### config.mk
export PLATFORM = sky130hd
export DESIGN_NAME = ram_loader
export DESIGN_NICKNAME = d
export VERILOG_FILES = /design/src/rtl/ram_loader.sv
export SDC_FILE = /design/constraint.sdc
export NUM_CORES = 1
export LEC_CHECK = 0
export BUFFER_PORTS_ARGS = -buffer_cell sky130_fd_sc_hd__buf_4
export CAP_MARGIN = 10
export CORE_MARGIN = 3
export CORE_UTILIZATION = 56
export DETAILED_ROUTE_END_ITERATION = 8
export MAX_ROUTING_LAYER = met4
export PLACE_DENSITY_LB_ADDON = 0.15
export SETUP_SLACK_MARGIN = 0.3
export SLEW_MARGIN = 20
export SYNTH_ARGS = -nofsm -noshare
export SYNTH_HDL_FRONTEND = slang
export SYNTH_SLANG_ARGS = --single-unit
### constraint.sdc
create_clock -name clk -period 2.55 [get_ports clk]
set_input_delay 0.3825 -clock clk [delete_from_list [all_inputs] [get_ports clk]]
set_output_delay 0.3825 -clock clk [all_outputs]
set_load 0.02 [all_outputs]
### src/rtl/ram_loader.sv
// Byte-stream RAM loader: receives a framed program image (sync, length, payload,
// checksum), writes the payload into RAM and releases the CPU from reset on success.
package arch_defs_pkg;
  localparam int ADDR_WIDTH = 4;
  localparam int DATA_WIDTH = 8;
endpackage

module ram_loader #(
  parameter int                    ADDR_WIDTH = arch_defs_pkg::ADDR_WIDTH,
  parameter int                    DATA_WIDTH = arch_defs_pkg::DATA_WIDTH,
  parameter logic [DATA_WIDTH-1:0] SYNC_BYTE  = 8'hA5
) (
  input  logic                  clk,
  input  logic                  reset,
  input  logic [DATA_WIDTH-1:0] rx_data,
  input  logic                  rx_valid,
  output logic                  rx_ready,
  output logic                  ram_we,
  output logic [ADDR_WIDTH-1:0] ram_addr,
  output logic [DATA_WIDTH-1:0] ram_wdata,
  output logic                  cpu_reset,
  output logic                  load_done,
  output logic                  load_error
);

  // Length holds values up to 2^ADDR_WIDTH, so it needs one bit more than an address.
  localparam int LW = ADDR_WIDTH + 1;
  localparam int CW = (DATA_WIDTH > LW) ? DATA_WIDTH : LW;
  localparam logic [CW-1:0] DEPTH_C = CW'(1) << ADDR_WIDTH;

  typedef enum logic [2:0] {
    S_SYNC, S_LEN, S_DATA, S_WRITE, S_CHK, S_DONE, S_ERROR
  } state_t;

  state_t                state_q, state_d;
  logic [LW-1:0]         len_q, len_d;
  logic [ADDR_WIDTH-1:0] addr_q, addr_d;
  logic [DATA_WIDTH-1:0] sum_q, sum_d;
  logic [DATA_WIDTH-1:0] wdata_q, wdata_d;
  logic                  ram_we_q, rx_ready_q, cpu_reset_q, load_done_q, load_error_q;

  logic                  fire;
  logic [CW-1:0]         rx_ext;
  logic [LW-1:0]         addr_next;

  assign fire      = rx_valid && rx_ready_q;
  assign rx_ext    = CW'(rx_data);
  assign addr_next = {1'b0, addr_q} + LW'(1);

  always_comb begin
    state_d = state_q;
    len_d   = len_q;
    addr_d  = addr_q;
    sum_d   = sum_q;
    wdata_d = wdata_q;
    case (state_q)
      S_SYNC, S_DONE, S_ERROR: begin
        if (fire && rx_data == SYNC_BYTE) state_d = S_LEN;
      end
      S_LEN: begin
        if (fire) begin
          if (rx_ext == '0 || rx_ext > DEPTH_C) begin
            state_d = S_ERROR;
          end else begin
            len_d   = LW'(rx_ext);
            addr_d  = '0;
            sum_d   = '0;
            state_d = S_DATA;
          end
        end
      end
      S_DATA: begin
        if (fire) begin
          wdata_d = rx_data;
          sum_d   = sum_q + rx_data;
          state_d = S_WRITE;
        end
      end
      S_WRITE: begin
        addr_d  = addr_next[ADDR_WIDTH-1:0];
        state_d = (addr_next == len_q) ? S_CHK : S_DATA;
      end
      S_CHK: begin
        if (fire) state_d = (rx_data == sum_q) ? S_DONE : S_ERROR;
      end
      default: state_d = S_SYNC;
    endcase
  end

  // Status outputs are decoded from the next state so they line up with the state register.
  always_ff @(posedge clk) begin
    if (reset) begin
      state_q      <= S_SYNC;
      len_q        <= '0;
      addr_q       <= '0;
      sum_q        <= '0;
      wdata_q      <= '0;
      ram_we_q     <= 1'b0;
      rx_ready_q   <= 1'b1;
      cpu_reset_q  <= 1'b1;
      load_done_q  <= 1'b0;
      load_error_q <= 1'b0;
    end else begin
      state_q      <= state_d;
      len_q        <= len_d;
      addr_q       <= addr_d;
      sum_q        <= sum_d;
      wdata_q      <= wdata_d;
      ram_we_q     <= (state_d == S_WRITE);
      rx_ready_q   <= (state_d != S_WRITE);
      cpu_reset_q  <= (state_d != S_DONE);
      load_done_q  <= (state_d == S_DONE);
      load_error_q <= (state_d == S_ERROR);
    end
  end

  assign rx_ready   = rx_ready_q;
  assign ram_we     = ram_we_q;
  assign ram_addr   = addr_q;
  assign ram_wdata  = wdata_q;
  assign cpu_reset  = cpu_reset_q;
  assign load_done  = load_done_q;
  assign load_error = load_error_q;

endmodule

==> results of run 1 <==
[worst max-delay path, stage by stage (launching register included)]
cell and delay [ns]:
dfxtp_1 0.42, ha_2 0.25, or3b_1 0.37, a211o_1 0.33
a211oi_4 0.27, a311oi_1 0.16, or2_1 0.23
[area by class of cell]
cell class,instances,area (um2)
Fill cell,237,791
Sequential cell,33,662
Timing Repair Buffer,29,218
Inverter,7,26.3
Tap cell,42,52.6
Multi-Input combinational cell,162,1070
Clock buffer,7,55.1
Clock inverter,1,30.0
[per-layer routing]
layer  up-vias  routed length, um  part of all wire
met2        49               2110              0.51
met5         -                  0                 0
met3         9                217             0.052
met1       780               1770              0.42
met4         0                 74             0.018
li1        827                  -                 -
[registers in the layout (all words and copies together) (netlist names), 3 cells and up]
name       cells
len_q          5
ram_wdata      8
ram_addr       4
state_q        3
sum_q          8
[repair_timing]
item	CTS	global route
gates resized for setup	0	3
endpoints found under the setup margin	0	3
setup buffers	0	0
[Yosys cell counts (all sizes together) (2+ instances only)]
master    n  area share
a211oi    3       0.015
a21oi    21       0.059
a311oi    3       0.015
a31oi     3       0.011
and3b     2      0.0098
and4b     2       0.011
buf       3      0.0084
clkbuf    7       0.015
dfxtp    33        0.37
ha        8       0.056
inv       7       0.015
mux2i     6       0.034
nand2    28       0.059
nand2b    5       0.018
nand3    14       0.039
nor2     14       0.029
nor3      4       0.014
nor3b     2      0.0084
nor4      4       0.018
o2111ai   2      0.0098
o211ai    2      0.0084
o21ai     5       0.014
or3       4       0.014
xnor2     6       0.029
xor2      4       0.020
[cells by family (layout without fill, tap and decap cells)]
group | Yosys count | after routing
AND/OR/NAND/NOR | 85 | 85
adder cells (fa/ha/maj) | 9 | 9
flip-flops | 33 | 33
XOR/XNOR | 10 | 10
buffers and inverters | 17 | 44
multiplexers | 7 | 7
AO/OA/AOI/OAI | 51 | 51
[power breakdown]
| group | internal (uW) | switching [uW] | leakage, uW | total [uW] |
|---|---|---|---|---|
| registers | 568 | 65.2 | 0.000267 | 633 |
| logic | 173 | 246 | 0.000551 | 419 |
| clock network | 234 | 173 | 0.0000455 | 407 |
| total | 975 | 484 | 0.000864 | 1460 |
[worst max-delay path by stage]
stage / startpoint / to / slack [ns] / cells past startpoint
floorplan: ram_addr[0] / cpu_reset / 0.46 / 6
global placement: ram_addr[0] / cpu_reset / 0.43 / 6
detailed placement: ram_addr[0] / cpu_reset / 0.34 / 6
CTS: ram_addr[0] / cpu_reset / 0.32 / 6
global route: ram_addr[1] / cpu_reset / 0.31 / 6
finish: ram_addr[1] / cpu_reset / 0.42 / 6
[through the flow]
stage          area, um2  instances  hold slack, ns
6_report            2110        281           0.319
3_3_place_gp        2010        273           0.445
5_1_grt             2110        281           0.329
2_1_floorplan       1780        212           0.447
4_1_cts             2100        281           0.317
3_5_place_dp        2010        273           0.453
==> out/metrics.cfg, run 1 <==
[setup_path]
r2r_end = cpu_reset
cp-end-kind = register
reg2reg_slack_ns = 0.42
critPathArrivalTime_ns = 2.37
cp.required_ns = 2.79
cp-start-kind = register
critical_path_peak_fanout = 6
criticalPathCategory = register to register
r2r-start = ram_addr[1]
r2r_cells = 6

[global_routing]
grt_usage = 0.224
grtUsageMet1 = 0.258
grt_pass1_vias = 1538
grt_pass1_wl_um = 6910
use_met3 = 0.0576
grt.overflow.total = 0
grt_max_degree = 31
busiest_layer = met2
antenna_found_initial = 0
globalRouteMet2Util = 0.379

[hold_path]
min_from = rx_data[2]
hp-class = input pin to register
holdPathStages = 3
worstHoldEndpoint = len_q[2]

[synth]
ys_types = 48
synth_top_family_by_area = simple AND/OR/NAND/NOR gates
ys_seq_area_frac = 0.370
synth-simple-area-share = 0.246
yosys_warnings = 0
synth-edff-count = 0
ys_ff_latch = 33
avgSynthCellArea_um2 = 8.42
yosys_most_used_dff = dfxtp_1
netlist_instances = 212
synth_nets = 232
synth_adder_area_share = 0.0673
ys_async_sr_fraction = 0
synthMuxAreaShare = 0.0400
synth_compound_area_frac = 0.189
synth_xor_area_frac = 0.0491
synth_area_um2 = 1780

[timing]
fmax_ghz = 0.469
finalHoldViolCount = 0
finalClockSkew_ns = 0.0108
min_period_ns = 2.13
rsz0062_at_grt = false
slew_violations = 0
fin_ws_ns = 0.416
tightest_slew_ns = 0.540
max-slew-margin-rel = 0.637
min_period_over_period = 0.837
final.setup.tns_ns = 0
finalSetupViolCount = 0

[floorplanning]
rows = 19
start_util = 0.615
die_x_um = 62.4
fp.dieH_um = 62.4
pin_count = 28
core_area_um2 = 2900
dieArea_um2 = 3900

[detailed_routing]
post_drt_wl_per_cell_um = 14.8
wl_um = 4170
ant_nets = 0
vias_per_cell = 5.93
dr.first_iter.drc_count = 130
drcViolationCount = 0
vias = 1665
first_pass_iters = 6

[layout]
final_common_cell = dfxtp_1
layout.nets = 258
drive_gt1_frac = 0.180
syn_to_final_growth_pct = 18.2
antenna-diode-count = 0
layout_common_cells = dfxtp_1, buf_4, nand2_1, a21oi_1
fin_util = 0.727

[clocking]
ctsHoldBuffers = 0
clock_sinks = 33
clk_pin_slew_ns = 0.10
cts_max_level = 2
cts_tree = done
root_buffer = clkbuf_4
numCtsBuffers = 5
clkLatencyLatePin_ns = 0.34
clockBufferDepth = 2

[status]
outcome = finished clean

[power]
p_per_area_nw_per_um2 = 692
p_leak_uw = 0.000864
irDropWorstVdd_v = 0.000464
power_uw = 1460

[placement]
port_buffers = 27
hpwlAfterDp_um = 3040
place.gp.congestion = 0.906
post-place-ws_ns = 0.339

[run]
cap_viol_max_count = 0

Power figures use the tool's default switching activity.
==> inputs of run 2 (changes only) <==
Clock period 2.55 ns to 2.05 ns, I/O delays scaled along.
==> run 2 against run 1 <==
- clock-buffer cell count is 1 higher
- first-iteration DRC count down 9.2%
- die area stayed put
- clock skew fell by 0.0013 ns
- global-route usage increased by 0.23 points
- design area grew 9.8%
- critical endpoint unchanged
- largest cell class unchanged
==> out/metrics.cfg, run 2 (synthesis gave the netlist of run 1 again) <==
[detailed_routing]
drcViolationCount = 0
first_pass_iters = 4
vias = 1738
wl_um = 4460
post_drt_wl_per_cell_um = 15.3
ant_nets = 0
vias_per_cell = 5.97
dr.first_iter.drc_count = 118

[setup_path]
cp.buffers_inverters = 0
cpMaxStageDelayCell = dfxtp_4
critPathArrivalTime_ns = 2.14
crit_family = compound AO/OA/AOI/OAI gates
cp-end-kind = register
cp.depth = 6
cp-start-kind = register
worstPathCellList = ha_4, or3b_1, a211o_1, a211oi_4, a311oi_1, or2_1
r2r_cells = 6
critical_path_peak_fanout = 3
cp.required_ns = 2.27
criticalPathCategory = register to register
max_stage_delay_ns = 0.37

[floorplanning]
pin_count = 28
rows = 19
dieArea_um2 = 3900
die_x_um = 62.4
start_util = 0.615
core_area_um2 = 2900
fp.dieH_um = 62.4

[layout]
layout.nets = 268
drive_gt1_frac = 0.293
finish.instance_area_um2 = 2320
antenna-diode-count = 0
final_common_cell = buf_4
layout_common_cells = buf_4, nand2_1, dfxtp_1, a21oi_1
syn_to_final_growth_pct = 29.8

[clocking]
clkLatencyLatePin_ns = 0.33
cts_tree = done
clock_sinks = 33
clk_pin_slew_ns = 0.09
cts_max_level = 2
ctsHoldBuffers = 0
clockBufferDepth = 2
numCtsBuffers = 5
root_buffer = clkbuf_4

[placement]
port_buffers = 27
place.gp.congestion = 0.914
post-place-ws_ns = 0.0543
hpwlAfterDp_um = 2950
dpl_cell_area_um2 = 2060

[timing]
slew_violations = 0
rsz0062_at_grt = true
final.setup.tns_ns = 0
tightest_slew_ns = 0.416
finalClockSkew_ns = 0.00954
min_period_over_period = 0.935
max-slew-margin-rel = 0.722
fin_ws_ns = 0.134
finalHoldViolCount = 0
hold_slack_ns = 0.257
min_period_ns = 1.92
fmax_ghz = 0.522
finalSetupViolCount = 0

[power]
p_switching_uw = 630
power.share.clock = 0.211
switching_share = 0.354
irDropWorstVdd_v = 0.000547
p_per_area_nw_per_um2 = 769
power_uw = 1780
pwr-share-comb = 0.342
intPower_uw = 1150
p_leak_uw = 0.000916
power_frac_seq = 0.446

[global_routing]
grt.overflow.total = 0
grt_usage = 0.226
antenna_found_initial = 0
grt_max_degree = 31
grt_pass1_wl_um = 6880
grt_pass1_vias = 1596

[hold_path]
hp-class = input pin to register
holdPathStages = 3

[status]
outcome = finished clean

[run]
cap_viol_max_count = 0

## run 2: cell count changes in the layout (fill, tap and decap cells not counted), sizes merged
cell	before	now
clkbuf	7	8
buf	29	39
bufinv	1	0
## run 2: path summary, 6_finish.rpt
| kind | start | end | slack [ns] |
|---|---|---|---|
| setup reg to reg | ram_addr[1] | cpu_reset | 0.13 |
| hold reg to reg | ram_wdata[1] | ram_wdata[1] | 0.46 |
| setup / recovery | ram_addr[1] | cpu_reset | 0.13 |
| hold / removal | rx_data[0] | ram_wdata[0] | 0.26 |
## run 2: area by class of cell
class                      count  area (um2)
multi-input combinational    162        1200
sequential                    33         676
fill                         221         584
timing repair buffer          39         305
clock buffer                   8        58.8
tap                           42        52.6
inverter                       7        26.3
## run 2: per-stage QoR
stage                util  cells
floorplan               -    212
CTS                 0.766    287
global placement    0.711    275
detailed placement  0.711    275
finish              0.799    291
global route        0.799    291
## run 2: tightest hold or removal path: cells and delay by family
| kind | cells | cell delay, ns |
|---|---|---|
| AOI/OAI and AO/OA | 1 | 0.05 |
| buffers and inverters | 1 | 0.13 |
| and+or+nand+nor | 1 | 0.05 |
## run 2: what timing repair did
item	CTS	global route
endpoints found under the setup margin	7	26
pin swaps	5	7
buffers inserted	4	4
resized for setup	10	14
cloned	0	0
## run 2: metal layers
metal	track usage	routed length, um
met5	-	0
met4	0.121	121
met1	0.233	1830
met2	0.397	2230
met3	0.0540	277
## run 2: power groups by stage
stage,clock network [uW],logic [uW],registers [uW]
after floorplan,0,382,786
after global placement,0,510,793
after detailed placement,0,522,796
after CTS,387,556,786
after global routing,430,657,806
final,376,610,795
